==> config.mk <==
export PLATFORM = sky130hd
export DESIGN_NAME = multibyte_add_sequencer
export DESIGN_NICKNAME = d
export VERILOG_FILES = /design/src/rtl/adder_pkg.sv /design/src/rtl/simple_8bit_adder.sv /design/src/rtl/multibyte_add_sequencer.sv
export SDC_FILE = /design/constraint.sdc
export NUM_CORES = 1
export LEC_CHECK = 0
export CAP_MARGIN = 20
export CORE_MARGIN = 3
export CORE_UTILIZATION = 40
export DETAILED_ROUTE_END_ITERATION = 6
export DONT_BUFFER_PORTS = 1
export GPL_TIMING_DRIVEN = 1
export SLEW_MARGIN = 10
export SYNTH_ARGS = -nofsm -noshare
export SYNTH_HDL_FRONTEND = slang
export SYNTH_SLANG_ARGS = --single-unit
export TNS_END_PERCENT = 50
==> constraint.sdc <==
create_clock -name clk -period 9.7 [get_ports clk]
set_input_delay 1.94 -clock clk [delete_from_list [all_inputs] [get_ports clk]]
set_output_delay 1.94 -clock clk [all_outputs]
set_load 0.01 [all_outputs]
==> src/rtl/adder_pkg.sv <==
// Shared definitions for the byte-serial adder: FSM state encoding and byte width.
package adder_pkg;

  localparam int unsigned BYTE_W = 8;

  typedef enum logic [1:0] {
    ST_IDLE = 2'd0,
    ST_RUN  = 2'd1,
    ST_DONE = 2'd2
  } state_e;

endpackage

==> src/rtl/simple_8bit_adder.sv <==
// Combinational 8-bit adder with carry in/out; the single arithmetic unit of the sequencer.
module simple_8bit_adder
  import adder_pkg::*;
(
  input  logic [BYTE_W-1:0] a,
  input  logic [BYTE_W-1:0] b,
  input  logic              cin,
  output logic [BYTE_W-1:0] sum,
  output logic              cout
);

  always_comb begin
    {cout, sum} = (BYTE_W+1)'(a) + (BYTE_W+1)'(b) + (BYTE_W+1)'(cin);
  end

endmodule

==> src/rtl/multibyte_add_sequencer.sv <==
// Byte-serial W-bit adder: one operand byte per cycle through a shared 8-bit adder,
// with a registered ripple carry and valid/ready handshakes on input and output.
module multibyte_add_sequencer
  import adder_pkg::*;
#(
  parameter int unsigned NUM_BYTES = 4
) (
  input  logic                        clk,
  input  logic                        rst,
  input  logic                        in_valid,
  output logic                        in_ready,
  input  logic [BYTE_W*NUM_BYTES-1:0] in_a,
  input  logic [BYTE_W*NUM_BYTES-1:0] in_b,
  input  logic                        in_cin,
  output logic                        out_valid,
  input  logic                        out_ready,
  output logic [BYTE_W*NUM_BYTES-1:0] out_sum,
  output logic                        out_cout,
  output logic                        out_ovf,
  output logic                        busy
);

  localparam int unsigned W     = BYTE_W * NUM_BYTES;
  localparam int unsigned IDX_W = $clog2(NUM_BYTES);
  localparam logic [IDX_W-1:0] IDX_LAST = IDX_W'(NUM_BYTES - 1);

  state_e           state_q, state_d;
  logic [W-1:0]     a_q, a_d, b_q, b_d, acc_q, acc_d;
  logic [W-1:0]     out_sum_q, out_sum_d;
  logic [IDX_W-1:0] idx_q, idx_d;
  logic             carry_q, carry_d;
  logic             out_cout_q, out_cout_d, out_ovf_q, out_ovf_d;
  logic             in_ready_q, in_ready_d, out_valid_q, out_valid_d, busy_q, busy_d;

  logic [BYTE_W-1:0] add_sum;
  logic              add_cout;

  // Operands shift right each RUN cycle, so byte idx is always in the low byte.
  simple_8bit_adder u_add (
    .a    (a_q[BYTE_W-1:0]),
    .b    (b_q[BYTE_W-1:0]),
    .cin  (carry_q),
    .sum  (add_sum),
    .cout (add_cout)
  );

  always_comb begin
    state_d    = state_q;
    a_d        = a_q;
    b_d        = b_q;
    acc_d      = acc_q;
    idx_d      = idx_q;
    carry_d    = carry_q;
    out_sum_d  = out_sum_q;
    out_cout_d = out_cout_q;
    out_ovf_d  = out_ovf_q;

    case (state_q)
      ST_IDLE: begin
        if (in_valid) begin
          a_d     = in_a;
          b_d     = in_b;
          carry_d = in_cin;
          idx_d   = '0;
          state_d = ST_RUN;
        end
      end
      ST_RUN: begin
        a_d     = a_q >> BYTE_W;
        b_d     = b_q >> BYTE_W;
        carry_d = add_cout;
        acc_d   = {add_sum, acc_q[W-1:BYTE_W]};
        if (idx_q == IDX_LAST) begin
          // Low byte now holds the operand MSBs, so overflow uses a_q/b_q bit 7.
          out_sum_d  = {add_sum, acc_q[W-1:BYTE_W]};
          out_cout_d = add_cout;
          out_ovf_d  = (a_q[BYTE_W-1] == b_q[BYTE_W-1]) && (add_sum[BYTE_W-1] != a_q[BYTE_W-1]);
          state_d    = ST_DONE;
        end else begin
          idx_d = idx_q + IDX_W'(1);
        end
      end
      ST_DONE: begin
        if (out_ready) begin
          state_d = ST_IDLE;
        end
      end
      default: state_d = ST_IDLE;
    endcase

    in_ready_d  = (state_d == ST_IDLE);
    out_valid_d = (state_d == ST_DONE);
    busy_d      = (state_d != ST_IDLE);
  end

  always_ff @(posedge clk or posedge rst) begin
    if (rst) begin
      state_q     <= ST_IDLE;
      a_q         <= '0;
      b_q         <= '0;
      acc_q       <= '0;
      idx_q       <= '0;
      carry_q     <= 1'b0;
      out_sum_q   <= '0;
      out_cout_q  <= 1'b0;
      out_ovf_q   <= 1'b0;
      in_ready_q  <= 1'b1;
      out_valid_q <= 1'b0;
      busy_q      <= 1'b0;
    end else begin
      state_q     <= state_d;
      a_q         <= a_d;
      b_q         <= b_d;
      acc_q       <= acc_d;
      idx_q       <= idx_d;
      carry_q     <= carry_d;
      out_sum_q   <= out_sum_d;
      out_cout_q  <= out_cout_d;
      out_ovf_q   <= out_ovf_d;
      in_ready_q  <= in_ready_d;
      out_valid_q <= out_valid_d;
      busy_q      <= busy_d;
    end
  end

  assign in_ready  = in_ready_q;
  assign out_valid = out_valid_q;
  assign out_sum   = out_sum_q;
  assign out_cout  = out_cout_q;
  assign out_ovf   = out_ovf_q;
  assign busy      = busy_q;

endmodule

Word-level counts from Yosys, hierarchy flattened

Index checks and enable logic that the tools add are counted.

Bits in registers: 138
Bits of input ports: 69
Word-level logic and storage cells: 44

Eq/ne operators: 8
Multiplexer cells: 13
Reduce and logical (&&, ||, !) cells: 8
Add/sub/neg operators: 3

Operators by type and width:

| operator                                            | number |
|---|---|
| case mux 32 bit (2 select lines)                    | 2 |
| two-way mux 32 bit                                  | 2 |
| two-way mux 2 bit                                   | 5 |
| adder 8 x 8 -> 9 bit                                | 1 |
| adder 9 x 1 -> 9 bit                                | 1 |
| equality test 2 bit, second input constant          | 3 |
| case mux 2 bit (3 select lines)                     | 1 |
| logical NOT 2 bit                                   | 2 |
| inequality test 2 bit, second input constant        | 2 |
| case mux 2 bit (2 select lines)                     | 1 |
| AND reduction 2 bit                                 | 2 |
| nonzero test 2 bit                                  | 2 |
| AND reduction 3 bit                                 | 1 |
| adder 2 x 1 -> 2 bit, second input constant         | 1 |
| equality test 2 x 1 -> 1 bit, second input constant | 1 |
| case mux 1 bit (2 select lines)                     | 1 |
| equality test 1 bit                                 | 1 |
| logical AND 1 bit                                   | 1 |
| two-way mux 1 bit                                   | 1 |
| inequality test 1 bit                               | 1 |

Logic depth before layout (Yosys ltp)

Depth in word-level cells: 4
Mapped depth: 7

Cells and area by module

Synthesis repeated with hierarchy kept, for this count alone.

Cells, all modules: 437
Area total of the unflattened synthesis: 5,592.9 um^2

By module, submodules not included:

| module                  | cells each | times used | area each (um^2) | sequential area each (um^2) |
|---|---|---|---|---|
| multibyte_add_sequencer | 399        | 1          | 5,280.1          | 3,254.4 |
| simple_8bit_adder       | 38         | 1          | 312.8            | 0.0 |

Least setup slack after synthesis

No wires, ideal clock.

Path type: input-to-reg
Start: input in_valid
End: register carry_q
Buffers on the path: 2
Library setup time: 137 ps
Arrival time: 2,558 ps
Slack: 7,005 ps
Stages on the path: 4
Cell sequence: o21bai_4 buf_4 buf_2 o221ai_1

Cells in the longest elaborated chain, start to end: 2

RTL lines:

| element                         | RTL line                       | source |
|---|---|---|
| start: declaration              | multibyte_add_sequencer.sv:10  | `input logic in_valid,` |
| inequality test 2 bit (no line) | --                             |  |
| AND reduction 2 bit (no line)   | --                             |  |
| end signal: assignment          | multibyte_add_sequencer.sv:116 | `carry_q <= carry_d;` |
| end: declaration                | multibyte_add_sequencer.sv:31  | `logic carry_q, carry_d;` |

Every way passes these cells.
A chain may end at the register's enable or synchronous reset.

Final worst setup path

Start: input in_valid
End: register busy_q (netlist: busy)

Cells in the longest elaborated chain, start to end: 3

RTL lines:

| element                         | RTL line                       | source |
|---|---|---|
| two-way mux 2 bit               | multibyte_add_sequencer.sv:60  | `if (in_valid) begin` |
| case mux 2 bit (3 select lines) | multibyte_add_sequencer.sv:58  | `case (state_q)` |
| named net state_d[0]            | multibyte_add_sequencer.sv:27  | `state_e state_q, state_d;` |
| nonzero test 2 bit              | multibyte_add_sequencer.sv:93  | `busy_d = (state_d != ST_IDLE);` |
| named net busy_d                | multibyte_add_sequencer.sv:33  | `logic in_ready_q, in_ready_d, out_valid_q, out_valid_d, busy_q, busy_d;` |
| end signal: assignment          | multibyte_add_sequencer.sv:122 | `busy_q <= busy_d;` |
| end: declaration                | multibyte_add_sequencer.sv:33  |  |

The timed path passes the listed nets, and every way through them passes these cells.

==> reports/qor.yml <==
top_layer: "met4"
wl_per_cell_um: 16.7
fin_crit_ns: 3.03
dr_wl_met3_mm: 1.05
synth_top_area_cell: "dfrtp_1"
synth_xor_area_share_pct: 1.07
ys_warn_count: 0
finalSetupTns_ns: 0
synthDistinctLibCells: 35
ys_seq_area_share_pct: 57.0
timing.slew.headroom_pct: 30.4
post_drt_via_cell_ratio: 5.03
setup-violations-final: 0
worstPathRequired_ns: 9.99
syn_inst: 481
fmaxAchievable_mhz: 331
synth_top_family_by_area: "multiplexers"
grt.overflow.total: 0
drive_above_1_share_pct: 13.4
cts_tree: "built"
endpoint_kind: "register"
dr_wl_met2_mm: 4.95
root_buffer: "clkbuf_16"
first_global_vias: 3474
core_um2: 13900
dr.pass1.iters: 4
syn_area_per_cell_um2: 11.9
place.gp.congestion: 0.795
pin_count: 106
cp-start-kind: "primary input"
synthMuxAreaShare_pct: 15.3
antenna_cells: 0
routed_wl_mm: 11.1
grt_usage_pct: 14.9
clk_latency_ns: 0.41
worst_slack_ns: 6.67
stdcell_count: 666
clk_path_buf_depth: 2
syn2layout_area_growth_pct: 10.7
drc: 0
dieArea_um2: 15700
regArea_um2: 3250
clk_pin_slew_ns: 0.06
cts_setup_buffers: 0
cts_resized: 0
rsz0062_at_grt: "false"
synth_top_area_share_pct: 56.5
maxCapViolations: 0
antenna_found_initial: 0
h-tree-depth: 4
die_h_um: 125
peakVddDrop_v: 0.000196
multi_input_area_um2: 2210
placedCellCount: 634
status: "complete, no violations"
utilization_pct: 45.3
clock-sinks: 130
met1_length_mm: 4.95
nFillCells: 1259
grt_max_degree: 118
slew_viol_final: 0
port_buffers: 0
synth_fp_nets: 560
synth_seq_cells: 130
drt_iter0_markers: 218
grt_pass1_wl_mm: 18.5
netlist_top_cells_area: "dfrtp_1 57%, mux2i_1 8.4%, nand2_1 7.9%"
tightest_slew_ns: 1.04
leakage_nw: 3.09
crit_path_max_fanout: 117
syn_area_um2: 5710
finClkSkew_ns: 0.00922
num_rows: 43
hpwl_mm: 7.41
holdWs_ns: 0.476
p_per_area_nw_per_um2: 395
synthAdderAreaFrac_pct: 2.45
min_period_over_period_pct: 31.2
min-delay-path-class: "reg2reg"
hold_buffers: 0
yosys.area_share.simple_pct: 9.47
dpl_cell_area_um2: 5710
fp.dieW_um: 125
num_vias: 3353
arrival_ns: 3.32
total_power_mw: 2.49
path_class: "in2reg"
initial_utilization_pct: 41.0
synth_compound_area_share_pct: 10.3
ant_nets: 0
pre_cts_ws_ns: 6.25
fin_area_um2: 6320
nets: 552
numCtsBuffers: 17
final-hold-violation-count: 0
-- cell usage after synthesis --
cell      number
or2_2          1
nand2_1      120
buf_12         4
inv_1          2
a22o_1        19
mux2i_1       48
nand3_1        2
dfstp_2        1
nand2b_1       2
nand2_8        1
fa_1           2
a21o_1         3
mux2_4        23
and2b_4        1
nor3b_2        1
o21ai_0       22
clkbuf_1       8
o21bai_4       1
buf_4          2
buf_6          7
a21oi_1        6
a31oi_1        2
ha_1           8
dfrtp_1      129
xor2_1         4
nand4_1        1
and3b_1        1
mux2_2         4
o21ai_2        1
o21ai_1       41
o221ai_1       1
o31ai_1        1
buf_2          8
nor2_1         1
xnor2_1        3
-- per-layer routing --
metal	up-vias	global-route usage, %
li1	1632	-
met1	1607	18.7
met2	98	21.8
met3	16	7.99
met4	0	5.29
met5	-	0
-- placed cells by master (no fill, tap or decap), drive strengths merged, types with 2 or more instances in the layout --
cell type,n
mux2,27
xnor2,3
fa,2
a22o,19
mux2i,48
xor2,4
a21oi,6
a31oi,2
o21ai,64
buf,2
nand3,2
ha,8
clkbuf,29
bufinv,2
dfrtp,129
inv,2
nand2b,2
nand2,121
a21o,3
-- worst max-delay path, stage by stage --
cell and delay [ns]:
o21bai_4 0.08, buf_4 0.79, a21oi_1 0.13, or2_2 0.36
-- final timing paths --
path / from / endpoint / slack [ns] / cells after the start
setup reg to reg: state_q[0]$_DFF_PP0_ / out_sum[12]$_DFFE_PP0P_ / 7.28 / 3
setup / recovery: in_valid / busy$_DFF_PP0_ / 6.67 / 4
max in group asynchronous: rst / a_q[11]$_DFFE_PP0P_ / 6.94 / 2
min in group asynchronous: rst / out_sum[4]$_DFFE_PP0P_ / 1.44 / 1
hold / removal: acc_q[13]$_DFFE_PP0P_ / acc_q[13]$_DFFE_PP0P_ / 0.48 / 2
hold reg to reg: acc_q[13]$_DFFE_PP0P_ / acc_q[13]$_DFFE_PP0P_ / 0.48 / 2
-- state kept, by name, summed over array words and instances (netlist names) --
name and cells:
out_ovf 1, idx_q 2, in_ready 1, state_q 2, out_cout 1, busy 1, a_q 32, b_q 32
carry_q 1, acc_q 24, out_sum 32, out_valid 1
-- where the power goes --
group	total (mW)	switching, mW	leakage [nW]	internal, mW
sequential	0.981	0.195	1.65	0.786
clock	0.647	0.221	0.298	0.426
combinational	0.867	0.476	1.14	0.391
-- final cells by class --
class	count	area share, %
Tap cell	180	3.56
Clock buffer	29	8.55
Sequential cell	130	51.5
Multi-Input combinational cell	320	34.9
Inverter	2	0.198
Timing Repair Buffer	2	0.238
Clock inverter	3	1.03
-- logic make-up (layout without fill, tap and decap cells) --
logic type                 Yosys count  after routing
and+or+nand+nor                    131            131
buffers and inverters               31             36
muxes                               75             75
xor gates and xnor gates             7              7
adders and majority gates           10             10
AOI/OAI and AO/OA                   97             97
DFF                                130            130
Note: power is estimated with default switching activity, not from simulation.
